--- config.mk ---
export PLATFORM = sky130hd
export DESIGN_NAME = board_ram_scheduler_flat
export DESIGN_NICKNAME = d
export VERILOG_FILES = /design/src/rtl/board_ram_scheduler_pkg.sv /design/src/rtl/board_ram_scheduler_if.sv /design/src/rtl/board_ram_scheduler_cmd_fifo.sv /design/src/rtl/board_ram_scheduler.sv /design/src/flat_wrapper.sv
export SDC_FILE = /design/constraint.sdc
export NUM_CORES = 1
export LEC_CHECK = 0
export CAP_MARGIN = 30
export CORE_MARGIN = 2
export CORE_UTILIZATION = 51
export CTS_CLUSTER_SIZE = 24
export DETAILED_ROUTE_END_ITERATION = 10
export HOLD_SLACK_MARGIN = 0.1
export PLACE_DENSITY_LB_ADDON = 0.1
export SLEW_MARGIN = 20
export SYNTH_ARGS = -nofsm -noshare
export SYNTH_HDL_FRONTEND = slang
export SYNTH_SLANG_ARGS = --single-unit
--- constraint.sdc ---
create_clock -name clk -period 3.15 [get_ports clk]
set_clock_uncertainty 0.2 [all_clocks]
set_input_delay 0.315 -clock clk [delete_from_list [all_inputs] [get_ports clk]]
set_output_delay 0.315 -clock clk [all_outputs]
set_load 0.01 [all_outputs]
--- src/rtl/board_ram_scheduler_pkg.sv ---
// board_pkg: shared constants and state encoding for the board RAM scheduler.
// Tile status codes and board selects are used by the scheduler, the renderer and game logic.
// Provides the scheduler state enum, which is shared with anything that decodes the state.
package board_pkg;

  // Tile status codes stored in the board RAMs
  localparam logic [1:0] EMPTY = 2'd0;
  localparam logic [1:0] HIT   = 2'd1;
  localparam logic [1:0] MISS  = 2'd2;
  localparam logic [1:0] SHIP  = 2'd3;

  // Board select encoding carried with each command
  localparam logic US   = 1'b0;
  localparam logic THEM = 1'b1;

  typedef enum logic [1:0] {
    IDLE    = 2'd0,
    RD_WAIT = 2'd1,
    CLEAR   = 2'd2
  } sched_state_e;

endpackage

--- src/rtl/board_ram_scheduler_if.sv ---
// board_ram_scheduler_if: game-logic command, response and clear handshake.
// master = game controller; slave = scheduler. Commands use a valid/ready handshake,
// responses are a one-cycle rsp_valid pulse, and clear is a level request with a busy flag.
interface board_ram_scheduler_if #(
  parameter int ADDR_W = 10,
  parameter int DATA_W = 2
) ();

  logic              cmd_valid;
  logic              cmd_ready;
  logic              cmd_we;
  logic              cmd_board;
  logic [ADDR_W-1:0] cmd_addr;
  logic [DATA_W-1:0] cmd_wdata;
  logic              rsp_valid;
  logic [DATA_W-1:0] rsp_data;
  logic              clear_req;
  logic              clear_busy;

  modport master (
    output cmd_valid, cmd_we, cmd_board, cmd_addr, cmd_wdata, clear_req,
    input  cmd_ready, rsp_valid, rsp_data, clear_busy
  );

  modport slave (
    input  cmd_valid, cmd_we, cmd_board, cmd_addr, cmd_wdata, clear_req,
    output cmd_ready, rsp_valid, rsp_data, clear_busy
  );

endinterface

--- src/rtl/board_ram_scheduler_cmd_fifo.sv ---
// cmd_fifo: synchronous FIFO holding queued game-logic commands.
// Latency: one cycle -- a pushed entry becomes visible at the head on the following cycle.
// Backpressure: full_o/cnt_o let the producer throttle; a push while full is taken only with a pop.
// Ports: clk, rst_n (async, active-low), push_i/din_i, pop_i/dout_o, full_o, empty_o, cnt_o.
module cmd_fifo #(
  parameter int WIDTH = 14,
  parameter int DEPTH = 4,
  localparam int PTR_W = $clog2(DEPTH),
  localparam int CNT_W = PTR_W + 1
) (
  input  logic             clk,
  input  logic             rst_n,
  input  logic             push_i,
  input  logic [WIDTH-1:0] din_i,
  input  logic             pop_i,
  output logic [WIDTH-1:0] dout_o,
  output logic             full_o,
  output logic             empty_o,
  output logic [CNT_W-1:0] cnt_o
);

  logic [WIDTH-1:0] mem_q [DEPTH];
  logic [PTR_W-1:0] wr_ptr_q;
  logic [PTR_W-1:0] rd_ptr_q;
  logic [CNT_W-1:0] cnt_q;
  logic             push_ok;
  logic             pop_ok;

  assign full_o  = (cnt_q == CNT_W'(DEPTH));
  assign empty_o = (cnt_q == '0);
  assign cnt_o   = cnt_q;
  assign dout_o  = mem_q[rd_ptr_q];

  // Flags come from the registered count, so an entry pushed into an empty
  // FIFO cannot be popped in the same cycle.
  assign push_ok = push_i && (!full_o || pop_i);
  assign pop_ok  = pop_i && !empty_o;

  always_ff @(posedge clk or negedge rst_n) begin
    if (!rst_n) begin
      wr_ptr_q <= '0;
      rd_ptr_q <= '0;
      cnt_q    <= '0;
    end else begin
      if (push_ok) wr_ptr_q <= wr_ptr_q + 1'b1;
      if (pop_ok)  rd_ptr_q <= rd_ptr_q + 1'b1;
      cnt_q <= cnt_q + CNT_W'(push_ok) - CNT_W'(pop_ok);
    end
  end

  // Storage carries no reset; only the pointers define validity.
  always_ff @(posedge clk) begin
    if (push_ok) mem_q[wr_ptr_q] <= din_i;
  end

endmodule

--- src/rtl/board_ram_scheduler.sv ---
// board_ram_scheduler: shares the single-port us/them board RAMs between the renderer and game logic.
// Latency: video reads pass straight through; a queued read answers 2 cycles after its pop.
// Backpressure: cmd_ready drops when the command FIFO is full or a clear is pending/running.
// Ports: clk, rst (async active-low), vid_on, *_vid_addr/*_vid_data (renderer),
//        gl (command/response/clear interface, slave side), *_ram_addr/we/din/dout (board RAMs).
// Game-logic work only touches the RAMs while vid_on=0, so renderer reads are never disturbed.
module board_ram_scheduler
  import board_pkg::*;
#(
  parameter int ADDR_W     = 10,
  parameter int DATA_W     = 2,
  parameter int FIFO_DEPTH = 4
) (
  input  logic                 clk,
  input  logic                 rst,
  input  logic                 vid_on,
  input  logic [ADDR_W-1:0]    us_vid_addr,
  input  logic [ADDR_W-1:0]    them_vid_addr,
  output logic [DATA_W-1:0]    us_vid_data,
  output logic [DATA_W-1:0]    them_vid_data,
  board_ram_scheduler_if.slave gl,
  output logic [ADDR_W-1:0]    us_ram_addr,
  output logic                 us_ram_we,
  output logic [DATA_W-1:0]    us_ram_din,
  input  logic [DATA_W-1:0]    us_ram_dout,
  output logic [ADDR_W-1:0]    them_ram_addr,
  output logic                 them_ram_we,
  output logic [DATA_W-1:0]    them_ram_din,
  input  logic [DATA_W-1:0]    them_ram_dout
);

  localparam int CMD_W = 2 + ADDR_W + DATA_W;
  localparam int CNT_W = $clog2(FIFO_DEPTH) + 1;

  sched_state_e      state_q;
  logic [ADDR_W-1:0] clr_cnt_q;
  logic              clear_pending_q;
  logic              clear_busy_q;
  logic              cmd_ready_q;
  logic              rsp_valid_q;
  logic [DATA_W-1:0] rsp_data_q;
  logic              rd_board_q;

  logic              clear_pending_d;
  logic              clear_busy_d;
  logic              cmd_ready_d;

  logic [CMD_W-1:0]  push_dat;
  logic [CMD_W-1:0]  head_dat;
  logic              head_we;
  logic              head_board;
  logic [ADDR_W-1:0] head_addr;
  logic [DATA_W-1:0] head_wdata;
  logic              fifo_full;
  logic              fifo_empty;
  logic [CNT_W-1:0]  fifo_cnt;
  logic [CNT_W-1:0]  fifo_cnt_d;

  logic              push;
  logic              pop;
  logic              go_clear;
  logic              clr_wr;
  logic              clr_last;
  logic              clr_done;
  logic              clear_start;

  logic [ADDR_W-1:0] us_sched_addr;
  logic              us_sched_we;
  logic [DATA_W-1:0] us_sched_din;
  logic [ADDR_W-1:0] them_sched_addr;
  logic              them_sched_we;
  logic [DATA_W-1:0] them_sched_din;

  // ---------------------------------------------------------------- command FIFO
  assign push_dat = {gl.cmd_we, gl.cmd_board, gl.cmd_addr, gl.cmd_wdata};
  assign {head_we, head_board, head_addr, head_wdata} = head_dat;

  cmd_fifo #(
    .WIDTH (CMD_W),
    .DEPTH (FIFO_DEPTH)
  ) u_cmd_fifo (
    .clk     (clk),
    .rst_n   (rst),
    .push_i  (push),
    .din_i   (push_dat),
    .pop_i   (pop),
    .dout_o  (head_dat),
    .full_o  (fifo_full),
    .empty_o (fifo_empty),
    .cnt_o   (fifo_cnt)
  );

  // ---------------------------------------------------------------- control terms
  assign push        = gl.cmd_valid && cmd_ready_q;
  // Pops happen only in blanking; the popped command drives the RAM in this same cycle.
  assign pop         = (state_q == IDLE) && !vid_on && !fifo_empty;
  assign go_clear    = (state_q == IDLE) && clear_pending_q && fifo_empty;
  assign clr_wr      = (state_q == CLEAR) && !vid_on;
  assign clr_last    = (clr_cnt_q == {ADDR_W{1'b1}});
  assign clr_done    = clr_wr && clr_last;
  assign clear_start = gl.clear_req && !clear_busy_q;

  assign clear_pending_d = clear_start || (clear_pending_q && !go_clear);
  assign clear_busy_d    = clear_start || (clear_busy_q && !clr_done);
  assign fifo_cnt_d      = fifo_cnt + CNT_W'(push) - CNT_W'(pop);
  // Ready is computed from next-cycle occupancy so a registered ready can never overfill the FIFO.
  assign cmd_ready_d     = (fifo_cnt_d != CNT_W'(FIFO_DEPTH)) && !clear_pending_d && !clear_busy_d;

  // ---------------------------------------------------------------- scheduler FSM
  always_ff @(posedge clk or negedge rst) begin
    if (!rst) begin
      state_q         <= IDLE;
      clr_cnt_q       <= '0;
      clear_pending_q <= 1'b0;
      clear_busy_q    <= 1'b0;
      cmd_ready_q     <= 1'b0;
      rsp_valid_q     <= 1'b0;
      rsp_data_q      <= '0;
      rd_board_q      <= US;
    end else begin
      rsp_valid_q     <= 1'b0;
      clear_pending_q <= clear_pending_d;
      clear_busy_q    <= clear_busy_d;
      cmd_ready_q     <= cmd_ready_d;
      case (state_q)
        IDLE: begin
          if (pop) begin
            if (!head_we) begin
              rd_board_q <= head_board;
              state_q    <= RD_WAIT;
            end
          end else if (go_clear) begin
            clr_cnt_q <= '0;
            state_q   <= CLEAR;
          end
        end
        RD_WAIT: begin
          // Address went out on the pop cycle, so dout is valid now even if vid_on just rose.
          rsp_valid_q <= 1'b1;
          rsp_data_q  <= (rd_board_q == THEM) ? them_ram_dout : us_ram_dout;
          state_q     <= IDLE;
        end
        CLEAR: begin
          // Counter only advances on cycles where the write really reached the RAMs.
          if (clr_wr) begin
            clr_cnt_q <= clr_cnt_q + 1'b1;
            if (clr_last) state_q <= IDLE;
          end
        end
        default: state_q <= IDLE;
      endcase
    end
  end

  // ---------------------------------------------------------------- scheduler-side RAM drive
  always_comb begin
    us_sched_addr   = '0;
    us_sched_we     = 1'b0;
    us_sched_din    = '0;
    them_sched_addr = '0;
    them_sched_we   = 1'b0;
    them_sched_din  = '0;
    if (pop) begin
      if (head_board == US) begin
        us_sched_addr = head_addr;
        us_sched_we   = head_we;
        us_sched_din  = head_we ? head_wdata : '0;
      end else begin
        them_sched_addr = head_addr;
        them_sched_we   = head_we;
        them_sched_din  = head_we ? head_wdata : '0;
      end
    end else if (state_q == CLEAR) begin
      us_sched_addr   = clr_cnt_q;
      us_sched_we     = 1'b1;
      us_sched_din    = DATA_W'(EMPTY);
      them_sched_addr = clr_cnt_q;
      them_sched_we   = 1'b1;
      them_sched_din  = DATA_W'(EMPTY);
    end
  end

  // Active video owns the RAM address and always suppresses writes.
  assign us_ram_addr   = vid_on ? us_vid_addr : us_sched_addr;
  assign us_ram_we     = !vid_on && us_sched_we;
  assign us_ram_din    = us_sched_din;
  assign them_ram_addr = vid_on ? them_vid_addr : them_sched_addr;
  assign them_ram_we   = !vid_on && them_sched_we;
  assign them_ram_din  = them_sched_din;

  assign us_vid_data   = us_ram_dout;
  assign them_vid_data = them_ram_dout;

  assign gl.cmd_ready  = cmd_ready_q;
  assign gl.rsp_valid  = rsp_valid_q;
  assign gl.rsp_data   = rsp_data_q;
  assign gl.clear_busy = clear_busy_q;

endmodule

--- src/flat_wrapper.sv ---
// flat-port wrapper written by rule: the top's interface ports become plain ports
module board_ram_scheduler_flat import board_pkg::*;
#(
  parameter int ADDR_W     = 10,
  parameter int DATA_W     = 2,
  parameter int FIFO_DEPTH = 4
)
  (clk, rst, vid_on, us_vid_addr, them_vid_addr, us_vid_data, them_vid_data, us_ram_addr, us_ram_we, us_ram_din, us_ram_dout, them_ram_addr, them_ram_we, them_ram_din, them_ram_dout, gl_cmd_valid, gl_cmd_we, gl_cmd_board, gl_cmd_addr, gl_cmd_wdata, gl_clear_req, gl_cmd_ready, gl_rsp_valid, gl_rsp_data, gl_clear_busy);
  board_ram_scheduler_if #(.ADDR_W(ADDR_W), .DATA_W(DATA_W)) gl_i ();
  input  logic clk;
  input  logic rst;
  input  logic vid_on;
  input  logic [ADDR_W-1:0] us_vid_addr;
  input  logic [ADDR_W-1:0] them_vid_addr;
  output logic [DATA_W-1:0] us_vid_data;
  output logic [DATA_W-1:0] them_vid_data;
  output logic [ADDR_W-1:0] us_ram_addr;
  output logic us_ram_we;
  output logic [DATA_W-1:0] us_ram_din;
  input  logic [DATA_W-1:0] us_ram_dout;
  output logic [ADDR_W-1:0] them_ram_addr;
  output logic them_ram_we;
  output logic [DATA_W-1:0] them_ram_din;
  input  logic [DATA_W-1:0] them_ram_dout;
  input wire logic [$bits(gl_i.cmd_valid)-1:0] gl_cmd_valid;
  input wire logic [$bits(gl_i.cmd_we)-1:0] gl_cmd_we;
  input wire logic [$bits(gl_i.cmd_board)-1:0] gl_cmd_board;
  input wire logic [$bits(gl_i.cmd_addr)-1:0] gl_cmd_addr;
  input wire logic [$bits(gl_i.cmd_wdata)-1:0] gl_cmd_wdata;
  input wire logic [$bits(gl_i.clear_req)-1:0] gl_clear_req;
  output wire logic [$bits(gl_i.cmd_ready)-1:0] gl_cmd_ready;
  output wire logic [$bits(gl_i.rsp_valid)-1:0] gl_rsp_valid;
  output wire logic [$bits(gl_i.rsp_data)-1:0] gl_rsp_data;
  output wire logic [$bits(gl_i.clear_busy)-1:0] gl_clear_busy;
  assign gl_i.cmd_valid = gl_cmd_valid;
  assign gl_i.cmd_we = gl_cmd_we;
  assign gl_i.cmd_board = gl_cmd_board;
  assign gl_i.cmd_addr = gl_cmd_addr;
  assign gl_i.cmd_wdata = gl_cmd_wdata;
  assign gl_i.clear_req = gl_clear_req;
  assign gl_cmd_ready = gl_i.cmd_ready;
  assign gl_rsp_valid = gl_i.rsp_valid;
  assign gl_rsp_data = gl_i.rsp_data;
  assign gl_clear_busy = gl_i.clear_busy;
  board_ram_scheduler #(.ADDR_W(ADDR_W), .DATA_W(DATA_W), .FIFO_DEPTH(FIFO_DEPTH)) u_core (.clk(clk), .rst(rst), .vid_on(vid_on), .us_vid_addr(us_vid_addr), .them_vid_addr(them_vid_addr), .us_vid_data(us_vid_data), .them_vid_data(them_vid_data), .gl(gl_i), .us_ram_addr(us_ram_addr), .us_ram_we(us_ram_we), .us_ram_din(us_ram_din), .us_ram_dout(us_ram_dout), .them_ram_addr(them_ram_addr), .them_ram_we(them_ram_we), .them_ram_din(them_ram_din), .them_ram_dout(them_ram_dout));
endmodule
======== Word level (Yosys, flattened, before mapping) ========
Memory sizes are Yosys's and may differ from the RTL's.
Index checks and enable logic that the tools add are counted.
operators by class
  add/sub/neg operators ................... 7
  multiply operators ...................... 0
  divide/modulo/power cells ............... 0
  magnitude comparators ................... 0
  equality and inequality tests ........... 11
  shift-type cells ........................ 0
  mux-type cells .......................... 31
  bitwise logic cells ..................... 1
  reductions and logical operators ........ 33
operators by type and width
  operator                                                                  count
  10-bit two-way mux                                                        10
  2-bit two-way mux                                                         11
  10-bit one-hot mux with 2 select lines                                    1
  1-bit logical AND                                                         16
  10-bit by 1-bit adder with 10-bit output (second input constant)          1
  10-bit equality test (second input constant)                              1
  1-bit zero test                                                           8
  1-bit two-way mux                                                         8
  4-bit AND reduction                                                       2
  3-bit by 1-bit adder with 3-bit output                                    2
  2-bit by 1-bit inequality test with 1-bit output (second input constant)  3
  3-bit inequality test (second input constant)                             2
  3-bit by 1-bit subtractor with 3-bit output                               2
  2-bit by 1-bit adder with 2-bit output (second input constant)            2
  2-bit one-hot mux with 2 select lines                                     1
  3-bit equality test (second input constant)                               1
  3-bit zero test                                                           1
  1-bit logical OR                                                          3
  3-bit by 1-bit inequality test with 1-bit output (second input constant)  1
  3-bit AND reduction                                                       1
  2-bit by 1-bit equality test with 1-bit output (second input constant)    1
  2-bit equality test (second input constant)                               1
  2-bit zero test                                                           1
  2-bit inequality test (second input constant)                             1
  other kinds (2)                                                           2
storage, ports and cells
  register bits ........................... 26
  latch bits .............................. 0
  RAM bits ................................ 56
  memory bits (read-only) ................. 0
  output and inout bits ................... 35
  word-level logic and storage cells ...... 95
  memories ................................ 1
memory list
  memory                   depth  bits a word  read ports  clocked after memory_dff  wr ports  RTL line                            source
  u_core.u_cmd_fifo.mem_q  4      14           1           0                         1         board_ram_scheduler_cmd_fifo.sv:22  logic [WIDTH-1:0] mem_q [DEPTH];

======== Depth between registers and ports, before layout ========
Gate-level depths: netlist (run 1).
  word-level depth ........................ 9
  depth in mapped cells ................... 11

======== Cells and area by module ========
Synthesis (run 1) repeated with hierarchy kept, for this count alone.
unflattened totals
  cells, all modules ...................... 305
  area, all modules ....................... 3,961.3 um^2
by module, submodules not included
  module               instances  cells each  area each (um^2)
  cmd_fifo             1          109         2,442.3
  board_ram_scheduler  1          196         1,519.0

======== Worst setup path before layout (run 1) ========
OpenSTA, ideal clock, no wires.
  kind .................................... register to register
  start point ............................. register u_core.state_q[1]
  end point ............................... register u_core.u_cmd_fifo.cnt_q[2], in the netlist u_core.u_cmd_fifo.cnt_o[2]
  library setup time ...................... 0.127 ns
  data arrival time ....................... 2.315 ns
  required time ........................... 2.823 ns
  path slack .............................. 0.508 ns
  stages on the path, launching flop included .. 10
  buffers on the path ..................... 1
  cells stage by stage .................... dfrtp_1 buf_4 or3_4 a31oi_1 inv_1 ha_1 inv_1 ha_1 fa_1 xnor2_1
between the ends
  word-level cells in the longest chain between the ends .. 7
  elaborated cells between the ends (all ways) .. 8
RTL lines
  what                                           RTL line                            source
  start: declaration                             board_ram_scheduler.sv:35           sched_state_e state_q;
  start signal: assignment                       board_ram_scheduler.sv:112          state_q <= IDLE;
  start signal: assignment                       board_ram_scheduler.sv:130          state_q <= RD_WAIT;
  start signal: assignment                       board_ram_scheduler.sv:134          state_q <= CLEAR;
  2-bit zero test *                              board_ram_scheduler.sv:96           assign pop = (state_q == IDLE) && !vid_on && !fifo_empty;
  1-bit logical AND * (2 in a row)               board_ram_scheduler.sv:96
  1-bit logical OR                               board_ram_scheduler_cmd_fifo.sv:36  assign push_ok = push_i && (!full_o || pop_i);
  1-bit logical AND                              board_ram_scheduler_cmd_fifo.sv:36
  3-bit by 1-bit adder with 3-bit output         board_ram_scheduler_cmd_fifo.sv:47  cnt_q <= cnt_q + CNT_W'(push_ok) - CNT_W'(pop_ok);
  3-bit by 1-bit subtractor with 3-bit output *  board_ram_scheduler_cmd_fifo.sv:47
  end signal: assignment                         board_ram_scheduler_cmd_fifo.sv:47
  end: declaration                               board_ram_scheduler_cmd_fifo.sv:25  logic [CNT_W-1:0] cnt_q;
Mark *: on every way between the ends. The rest lies on a longest branch, timed or not.
A chain may end at the register's enable or synchronous reset.

======== Final worst setup path (run 1) ========
  start point ............................. register u_core.u_cmd_fifo.rd_ptr_q[0]
  end point ............................... output port us_ram_addr[5]
between the ends
  word-level cells in the longest chain between the ends .. 4
RTL lines
  what                      RTL line                            source
  start: declaration        board_ram_scheduler_cmd_fifo.sv:24  logic [PTR_W-1:0] rd_ptr_q;
  start signal: assignment  board_ram_scheduler_cmd_fifo.sv:46  if (pop_ok) rd_ptr_q <= rd_ptr_q + 1'b1;
  memory read 4 x 14 bit    -
  10-bit two-way mux        board_ram_scheduler.sv:164          if (head_board == US) begin
  10-bit two-way mux        board_ram_scheduler.sv:163          if (pop) begin
  10-bit two-way mux        board_ram_scheduler.sv:184          assign us_ram_addr = vid_on ? us_vid_addr : us_sched_addr;
  end: declaration          flat_wrapper.sv:17                  output logic [ADDR_W-1:0] us_ram_addr;
No other way between the ends.

==> results of run 1 <==
==> timing repair <==
item                                    4_1_cts  5_1_grt
endpoints found under the setup margin       10       11
gates resized for setup                       3       12
hold buffers                                  0        0
pin swaps                                     0        1
setup buffers                                 0        5
cloned                                        0        1
==> cells in the final DEF, fill, tap and decap left out, types with 2 or more instances in the layout <==
master	synthesis	routed
clkdlybuf4s50_1	0	69
edfxtp_1	56	56
dfrtp_1	26	25
nand2_1	23	22
buf_4	5	22
a22oi_1	20	20
nor2_1	15	15
o21ai_0	15	14
inv_1	11	11
xnor2_1	11	11
mux4_2	9	10
clkbuf_8	0	9
ha_1	8	8
dlymetal6s2s_1	0	8
o21ai_2	7	7
and2_1	4	4
or3_4	2	3
mux2_2	3	3
mux2i_1	3	3
mux4_1	4	3
xor2_1	3	3
nand3_1	3	3
a21oi_1	4	3
nor4_1	3	3
a22o_1	3	3
nor3_1	3	3
nand2b_1	2	2
clkinv_1	1	2
o21ai_1	1	2
a31oi_1	2	2
o21bai_1	2	2
nand4_1	2	2
nor3b_1	3	2
fa_1	2	2
bufinv_16	0	2
inv_6	0	2
==> cells by family (layout without fill, tap and decap cells) <==
group	count (synthesis)	after routing	share of synthesized area, %
and+or+nand+nor	66	67	8.85
buffers and inverters	31	129	4.21
muxes	19	19	9.62
xor gates and xnor gates	14	14	3.18
adders and majority gates	10	10	3.63
AOI/OAI and AO/OA	57	57	10.1
DFF	82	82	60.4
==> registers in the layout (all words and copies together) (netlist names), 2 cells and up <==
name	cells
u_core.u_cmd_fifo.cnt_o	3
u_core.gl.rsp_data	2
u_core.u_cmd_fifo.rd_ptr_q	2
u_core.state_q	2
u_core.u_cmd_fifo.wr_ptr_q	2
u_core.clr_cnt_q	10
u_core.u_cmd_fifo.mem_q	56
==> critical path: cells and delay by family, from the launching register on <==
kind / cells / cell delay, ns
buffers and inverters: 2 / 0.70
AOI/OAI and AO/OA: 1 / 0.11
and+or+nand+nor: 1 / 0.44
DFF: 1 / 0.40
muxes: 1 / 0.57
==> area by class of cell <==
| class | instances | area share, % |
|---|---|---|
| Timing Repair Buffer | 100 | 19.1 |
| Clock inverter | 6 | 1.75 |
| Multi-Input combinational cell | 167 | 27.3 |
| Inverter | 13 | 0.962 |
| Tap cell | 99 | 2.44 |
| Clock buffer | 10 | 2.51 |
| Sequential cell | 82 | 46.0 |
==> per-stage QoR <==
| step | total power, mW | cells | hold WS (ns) | setup TNS (ns) |
|---|---|---|---|---|
| 2_1_floorplan | 2.25 | 279 | -0.181 | 0 |
| 6_report | 3.59 | 477 | 0.130 | 0 |
| 4_1_cts | 3.58 | 471 | 0.131 | -0.0242 |
| 3_3_place_gp | 2.70 | 455 | 0.274 | 0 |
| 3_5_place_dp | 2.73 | 455 | 0.285 | 0 |
| 5_1_grt | 3.80 | 477 | 0.154 | -0.0220 |
==> where the power goes <==
part / leakage [nW] / internal (mW) / switching (mW)
clock network: 0.105 / 0.450 / 0.371
registers: 0.829 / 1.28 / 0.129
logic: 1.05 / 0.685 / 0.675
==> per-layer routing <==
| layer | vias up | part of all wire [%] |
|---|---|---|
| met3 | 8 | 5.7 |
| met4 | 0 | 1.0 |
| met5 | - | 0 |
| met2 | 87 | 52 |
| met1 | 1320 | 41 |
| li1 | 1238 | - |
==> worst max path at each step <==
stage                                                         start                              endpoint  slack [ns]  cells after the start
after floorplan                       u_core.state_q[1]$_DFFE_PN0P_  u_core.u_cmd_fifo.cnt_o[2]$_DFF_PN0_        0.51                      9
after global placement                                       vid_on                             us_ram_we        0.13                      8
after detailed placement                                     vid_on                      them_ram_addr[4]        0.11                      7
after CTS                 u_core.u_cmd_fifo.rd_ptr_q[0]$_DFFE_PN0P_                        us_ram_addr[0]       -0.02                      4
after global routing                  u_core.state_q[0]$_DFFE_PN0P_                      them_ram_addr[7]       -0.02                      6
final                     u_core.u_cmd_fifo.rd_ptr_q[0]$_DFFE_PN0P_                        us_ram_addr[5]        0.07                      5
==> metrics.yaml, run 1 <==
placement:
  dpl-instance-area_mm2: 0.00478
  place_ws_ns: 0.113
  gp_congestion: 0.805
  io_buffers: 77
  place.detailed.hpwl_um: 6230
synth:
  synth_commonest_cells: "edfxtp_1 (56), dfrtp_1 (26), nand2_1 (23)"
  ys_seq_area_share_pct: 60.4
  synth-edff-count: 56
  syn_nets: 332
  ys_top_cells_by_area: "edfxtp_1 (44%), dfrtp_1 (17%), mux4_2 (5.2%), a22oi_1 (3.9%), mux4_1 (2.7%)"
  ys.flop_type: "edfxtp_1"
  syn_area_per_cell_um2: 13.8
  async_flop_share_pct: 31.7
  synthCells: 279
  ys_ff_latch: 82
  yosysTopAreaCellShare_pct: 43.6
  yosysTopAreaCell: "edfxtp_1"
  yosysMostFrequentCell: "edfxtp_1"
  synth_cell_type_count: 45
  yosysWarnings: 0
  syn_area_mm2: 0.00386
global_route:
  grt_max_degree: 27
  antenna_found_initial: 0
  grt_use_met3_pct: 5.73
  gr-usage-met2_pct: 36.8
  grtUsageMet1_pct: 28.3
  first_global_vias: 2689
  grt_usage_pct: 21.8
  busiest_layer: "met2"
  grt_pass1_wl_um: 13900
  grt-ovfl-total: 0
drt:
  vias_per_cell: 5.56
  firstDrtPassIters: 5
  drc: 0
  drtAntennaViolNets: 0
  routedWlPerCell_um: 18.1
  dr.first_iter.drc_count: 109
  wl_um: 8630
  vias: 2653
critical_path:
  path_cells: "mux4_2, or3_4, buf_4, o21ai_2, clkdlybuf4s50_1"
  regToRegSetupSlack_ns: 0.35
  arrival_ns: 2.57
  r2r_end: "u_core.gl.cmd_ready$_DFF_PN0_"
  max_stage_delay_ns: 0.57
  cp_slowest_cell: "mux4_2"
  worst_r2r_path_depth: 11
  crit_path_max_fanout: 5
  end_kind: "output port"
  reg2reg_from: "u_core.state_q[0]$_DFFE_PN0P_"
  crit_type: "reg2out"
  start_kind: "register"
  cp.required_ns: 2.63
final_layout:
  drive_above_1_share_pct: 18.0
  area_growth_pct: 31.4
  fillers: 544
  final_net_count: 426
  fin_area_mm2: 0.00507
  fin_util_pct: 69.6
  ff_latch_area_mm2: 0.00233
  multi_input_area_mm2: 0.00139
  n_antenna_cell: 0
die:
  dieArea_mm2: 0.00828
  core_mm2: 0.00729
  ioPinCount: 78
  initial_core_util_pct: 53.0
  die_w_um: 91.0
  fp-row-count: 31
  chipHeight_um: 91.0
power:
  p_per_area_mw_per_mm2: 708
  peakVddDrop_uv: 363
  p_leak_nw: 1.98
clocking:
  cts_sinks: 82
  cts-root-buf: "clkbuf_8"
  path_clk_slew_ns: 0.08
  htree_num_levels: 3
  worstSkewPairLatency_ns: 0.35
  clk_path_buf_depth: 2
  cts_tree: "built"
  cts-buffers-inserted: 9
timing:
  hold_viol_final: 0
  max_freq_mhz: 324
  slew_viol_final: 0
  final-setup-viol-count: 0
  period_minus_slack_ns: 3.08
  worstMarginPinSlew_ns: 0.481
  layout_setup_ws_ns: 0.0662
  period_share_pct: 97.9
  relSlewSlack_pct: 67.5
status:
  status: "completed"
min_path:
  hold_class: "in2async"
job:
  cap_violations: 0
Power figures use the tool's default switching activity.
==> run 2, diff against run 1 <==
--- a/config.mk
+++ b/config.mk
@@ -6,8 +6,10 @@
 export NUM_CORES = 1
 export LEC_CHECK = 0
 export CAP_MARGIN = 30
+export CELL_PAD_IN_SITES_DETAIL_PLACEMENT = 0
+export CELL_PAD_IN_SITES_GLOBAL_PLACEMENT = 2
 export CORE_MARGIN = 2
-export CORE_UTILIZATION = 51
+export CORE_UTILIZATION = 35
 export CTS_CLUSTER_SIZE = 24
 export DETAILED_ROUTE_END_ITERATION = 10
 export HOLD_SLACK_MARGIN = 0.1
==> run 2 against run 1 <==
  * Non-clock buffer count down 2
  * Critical endpoint is now us_ram_addr[0]
  * Critical path depth down 1
  * Worst hold slack better by 0.0081 ns
  * Largest power group unchanged
  * Wire length up 10%
  * Clock-buffer cell count unchanged
  * Sequential share of layout area down 0.15 points
  * Combinational power about the same
  * Final area up 0.27%
==> metrics.yaml, run 2 (synthesis results as in run 1) <==
status:
  status: "completed"
critical_path:
  start_kind: "register"
  cp.required_ns: 2.63
  end_kind: "output port"
  crit_type: "reg2out"
  reg2reg_from: "u_core.state_q[1]$_DFFE_PN0P_"
  worst_r2r_path_depth: 10
  regToRegSetupSlack_ns: 0.57
  arrival_ns: 2.55
  r2r_end: "u_core.gl.cmd_ready$_DFF_PN0_"
  crit_path_max_fanout: 6
global_route:
  busiest_layer: "met2"
  grt-ovfl-total: 0
  grt_max_degree: 27
  grtUsageMet1_pct: 21.9
  first_global_vias: 2665
  grt_pass1_wl_um: 14500
  grt_usage_pct: 16.5
  antenna_found_initial: 0
  gr-usage-met2_pct: 27.6
  grt_use_met3_pct: 2.57
clocking:
  ctsHoldBuffers: 0
  htree_num_levels: 3
  cts_sinks: 82
  cts-buffers-inserted: 9
  clk_path_buf_depth: 2
  cts_tree: "built"
  worstSkewPairLatency_ns: 0.35
  path_clk_slew_ns: 0.09
  cts-root-buf: "clkbuf_8"
job:
  cap_violations: 0
final_layout:
  area_growth_pct: 31.8
  mostFrequentLayoutCells: "clkdlybuf4s50_1 (70), edfxtp_1 (56), dfrtp_1 (26)"
  layout_commonest_cell: "clkdlybuf4s50_1"
  fin_area_mm2: 0.00509
  fin_util_pct: 47.1
  n_antenna_cell: 0
  drive_above_1_share_pct: 17.0
  final_net_count: 424
  instances_no_fill: 516
  largest_reg_flops: 56
  largest-register: "u_core.u_cmd_fifo.mem_q"
die:
  die_w_um: 109
  fp-row-count: 38
  chipHeight_um: 109
  core_mm2: 0.0108
  initial_core_util_pct: 35.8
  ioPinCount: 78
  dieArea_mm2: 0.0119
drt:
  vias_per_cell: 5.01
  drtAntennaViolNets: 0
  wl_um: 9510
  drc: 0
  dr.first_iter.drc_count: 74
  routedWlPerCell_um: 18.4
  vias: 2583
  firstDrtPassIters: 4
timing:
  hold_viol_final: 0
  final-setup-viol-count: 0
  period_minus_slack_ns: 3.07
  max_freq_mhz: 326
  relSlewSlack_pct: 72.4
  slew_viol_final: 0
  worstMarginPinSlew_ns: 0.409
  period_share_pct: 97.4
min_path:
  hold_class: "in2async"
placement:
  dp.cells: 497
  dpl-instance-area_mm2: 0.00484
  io_buffers: 77
  gp_congestion: 0.805
  place.detailed.hpwl_um: 6670
power:
  peakVddDrop_uv: 295
  p_per_area_mw_per_mm2: 697
  p_leak_nw: 1.94
==> run 2: power breakdown <==
| part | internal (mW) | switching (mW) | total, mW |
|---|---|---|---|
| Clock | 0.376 | 0.401 | 0.778 |
| Combinational | 0.680 | 0.683 | 1.36 |
| Sequential | 1.28 | 0.125 | 1.41 |
| Total | 2.34 | 1.21 | 3.55 |
==> run 2: worst max-delay path by stage <==
stage / to / depth (start not counted) / startpoint
finish: us_ram_addr[0] / 4 / u_core.u_cmd_fifo.rd_ptr_q[0]$_DFFE_PN0P_
CTS: us_ram_we / 5 / u_core.u_cmd_fifo.rd_ptr_q[0]$_DFFE_PN0P_
detailed placement: them_ram_addr[3] / 8 / vid_on
floorplan: u_core.u_cmd_fifo.cnt_o[2]$_DFF_PN0_ / 9 / u_core.state_q[1]$_DFFE_PN0P_
global placement: them_ram_addr[0] / 8 / vid_on
global route: us_ram_addr[0] / 4 / u_core.u_cmd_fifo.rd_ptr_q[0]$_DFFE_PN0P_
==> run 2: critical path, stage by stage, from the launching register on <==
cell and delay, ns:
dfrtp_1 0.39, mux4_2 0.59, or3_4 0.50, o21ai_0 0.18
clkdlybuf4s50_1 0.55
==> run 2: cell type report <==
type	count	area [um2]
fillers	982	5700
flip-flops and latches	82	2330
multi-input cells	167	1380
repair buffers	98	950
well taps	140	175
clock buffers	10	128
clock inverters	6	73.8
inverters	13	51.3
==> run 2: layer usage <==
metal | routed length [um] | part of all wire (%) | up-vias
met5 | 0 | 0 | -
met4 | 158 | 1.7 | 0
met3 | 448 | 4.7 | 11
met2 | 4720 | 50 | 61
met1 | 4180 | 44 | 1283
li1 | - | - | 1228
==> run 2: timing repair <==
item                       in CTS  in global routing
gates cloned                    0                  1
pin swaps                       0                  1
setup buffers                   0                  2
setup endpoints to repair       1                 10
resized for setup               0                 12
==> run 2: stage by stage <==
| stage | hold WS [ns] | power, mW | setup WS (ns) | setup TNS [ns] |
|---|---|---|---|---|
| finish | 0.138 | 3.55 | 0.0804 | 0 |
| CTS | 0.141 | 3.54 | -0.0107 | -0.0107 |
| global route | 0.162 | 3.78 | -0.000570 | -0.000570 |
| global placement | 0.273 | 2.76 | 0.113 | 0 |
| detailed placement | 0.276 | 2.76 | 0.130 | 0 |
| floorplan | -0.181 | 2.25 | 0.508 | 0 |
==> run 3, diff against run 2 <==
--- a/config.mk
+++ b/config.mk
@@ -8,10 +8,12 @@
 export CAP_MARGIN = 30
 export CELL_PAD_IN_SITES_DETAIL_PLACEMENT = 0
 export CELL_PAD_IN_SITES_GLOBAL_PLACEMENT = 2
+export CORE_ASPECT_RATIO = 1.1
 export CORE_MARGIN = 2
-export CORE_UTILIZATION = 35
+export CORE_UTILIZATION = 43
 export CTS_CLUSTER_SIZE = 24
 export DETAILED_ROUTE_END_ITERATION = 10
+export DONT_BUFFER_PORTS = 1
 export HOLD_SLACK_MARGIN = 0.1
 export PLACE_DENSITY_LB_ADDON = 0.1
 export SLEW_MARGIN = 20
==> run 3 against run 2 <==
  * Sequential power about the same
  * Final area fell by 13%
  * Wire length down 9.3%
  * Largest cell class unchanged
  * Largest power group unchanged
==> metrics.yaml, run 3 (synthesis results as in run 1) <==
status:
  status: "completed"
timing:
  hold_viol_final: 0
  slew_viol_final: 0
  hold_ws_ns: 0.107
  rsz0062_at_grt: "no"
  max_freq_mhz: 336
  relSlewSlack_pct: 56.6
  worstMarginPinSlew_ns: 0.649
  period_share_pct: 94.6
  period_minus_slack_ns: 2.98
  setup_tns_ns: 0
  final-setup-viol-count: 0
  layout_setup_ws_ns: 0.171
power:
  power.switching_fraction_pct: 34.8
  finalPower_mw: 3.28
  combPwrFrac_pct: 32.3
  intPower_mw: 2.14
  p_clk_share_pct: 23.8
  peakVddDrop_uv: 416
  p_per_area_mw_per_mm2: 739
  p_leak_nw: 1.62
  p_switching_mw: 1.14
  pwr-share-seq_pct: 43.9
min_path:
  hold_class: "in2reg"
  holdPathEnd: "u_core.u_cmd_fifo.rd_ptr_q[0]$_DFFE_PN0P_"
  min_from: "vid_on"
  hold_depth: 3
critical_path:
  cp-startpoint: "u_core.state_q[1]$_DFFE_PN0P_"
  r2r_end: "u_core.gl.cmd_ready$_DFF_PN0_"
  arrival_ns: 2.46
  cp_slowest_cell: "o21ai_0"
  path_cells: "or3_4, or2_4, inv_2, nand2_1, o21ai_0"
  crit_path_max_fanout: 11
  max_stage_delay_ns: 0.50
  end_kind: "output port"
  start_kind: "register"
  regToRegSetupSlack_ns: 0.43
  cp_top_family: "simple AND/OR/NAND/NOR gates"
  cp.required_ns: 2.63
  reg2reg_from: "u_core.state_q[1]$_DFFE_PN0P_"
  worst_r2r_path_depth: 10
  crit_cells: 5
  crit_type: "reg2out"
  cp.buffers_inverters: 1
die:
  initial_core_util_pct: 44.0
  fp-row-count: 36
  dieArea_mm2: 0.00975
  die_w_um: 94.4
  core_mm2: 0.00878
  ioPinCount: 78
  chipHeight_um: 103
clocking:
  clk_path_buf_depth: 2
  cts_resized: 0
  cts_sinks: 82
  worstSkewPairLatency_ns: 0.35
  path_clk_slew_ns: 0.09
  cts_tree: "built"
  cts-buffers-inserted: 9
  cts-root-buf: "clkbuf_8"
  htree_num_levels: 3
global_route:
  antenna_found_initial: 0
  grt-ovfl-total: 0
  first_global_vias: 2323
  grt_pass1_wl_um: 13100
  grt_usage_pct: 18.3
  grt_max_degree: 27
final_layout:
  final_net_count: 360
  fillers: 798
  n_antenna_cell: 0
  largest-register: "u_core.u_cmd_fifo.mem_q"
  layout_commonest_cell: "edfxtp_1"
  mostFrequentLayoutCells: "edfxtp_1 (56), dfrtp_1 (26), nand2_1 (23)"
  fin_area_mm2: 0.00444
  largest_reg_flops: 56
  area_growth_pct: 14.9
  drive_above_1_share_pct: 17.6
placement:
  gp_congestion: 0.746
  place.detailed.hpwl_um: 5990
  dpl-instance-area_mm2: 0.00401
  place_ws_ns: 0.437
  io_buffers: 0
drt:
  dr.first_iter.drc_count: 114
  wl_um: 8620
  vias_per_cell: 5.51
  routedWlPerCell_um: 20.2
  vias: 2348
  firstDrtPassIters: 4
  drtAntennaViolNets: 0
  drc: 0
job:
  cap_violations: 0
-- run 3: cell types whose count changed in the layout (fill, tap and decap cells not counted), sizes merged --
cell,previous run,this run
buf,21,14
clkbuf,10,9
clkdlybuf4s50,70,0
clkinv,2,4
clkinvlp,2,1
dlygate4sd3,0,21
dlymetal6s2s,7,0
or3,4,3
-- run 3: power by group through the flow --
stage / Clock, mW / Combinational [mW] / Sequential [mW]
6_report: 0.781 / 1.06 / 1.44
5_1_grt: 0.847 / 1.18 / 1.46
4_1_cts: 0.796 / 1.08 / 1.44
3_5_place_dp: 0 / 1.03 / 1.46
3_3_place_gp: 0 / 1.03 / 1.46
2_1_floorplan: 0 / 0.849 / 1.40
-- run 3: per-stage QoR --
step,utilization [%],std cells
finish,50.5,426
global placement,45.6,388
detailed placement,45.6,388
CTS,50.5,426
global route,50.5,426
floorplan,-,279
-- run 3: final cells by class --
class,instances,area (um2),share of cell area (%)
well taps,114,143,3.22
clock inverters,7,76.3,1.72
clock buffers,9,124,2.79
multi-input cells,166,1370,30.9
inverters,13,48.8,1.10
repair buffers,35,340,7.67
flip-flops and latches,82,2330,52.6
-- run 3: worst max path at each step --
stage | slack [ns] | to
global route | 0.05 | them_ram_addr[7]
detailed placement | 0.44 | u_core.gl.cmd_ready$_DFF_PN0_
global placement | 0.48 | u_core.gl.cmd_ready$_DFF_PN0_
CTS | 0.14 | them_ram_addr[6]
finish | 0.17 | them_ram_addr[7]
floorplan | 0.51 | u_core.u_cmd_fifo.cnt_o[2]$_DFF_PN0_
-- run 3: timing repair --
item                                    4_1_cts  5_1_grt
endpoints found under the setup margin        0        0
hold buffers                                 22        0
setup buffers                                 0        0
endpoints found under the hold margin        87        0
-- run 3: worst reg2reg max path: cells and delay by family (launching register included) --
family        cells  cell delay (ns)
simple gates      4             0.96
fa+ha+maj         2             0.53
flops             1             0.47
xor+xnor          2             0.30
buf+inv           2             0.19
-- run 3: layer usage --
layer  track usage (%)  wire length, um  vias up
li1                  -                -     1102
met1              23.5             3800     1192
met2              30.8             4310       52
met3              6.09              466        2
met4              4.01               37        0
met5                 0                0        -
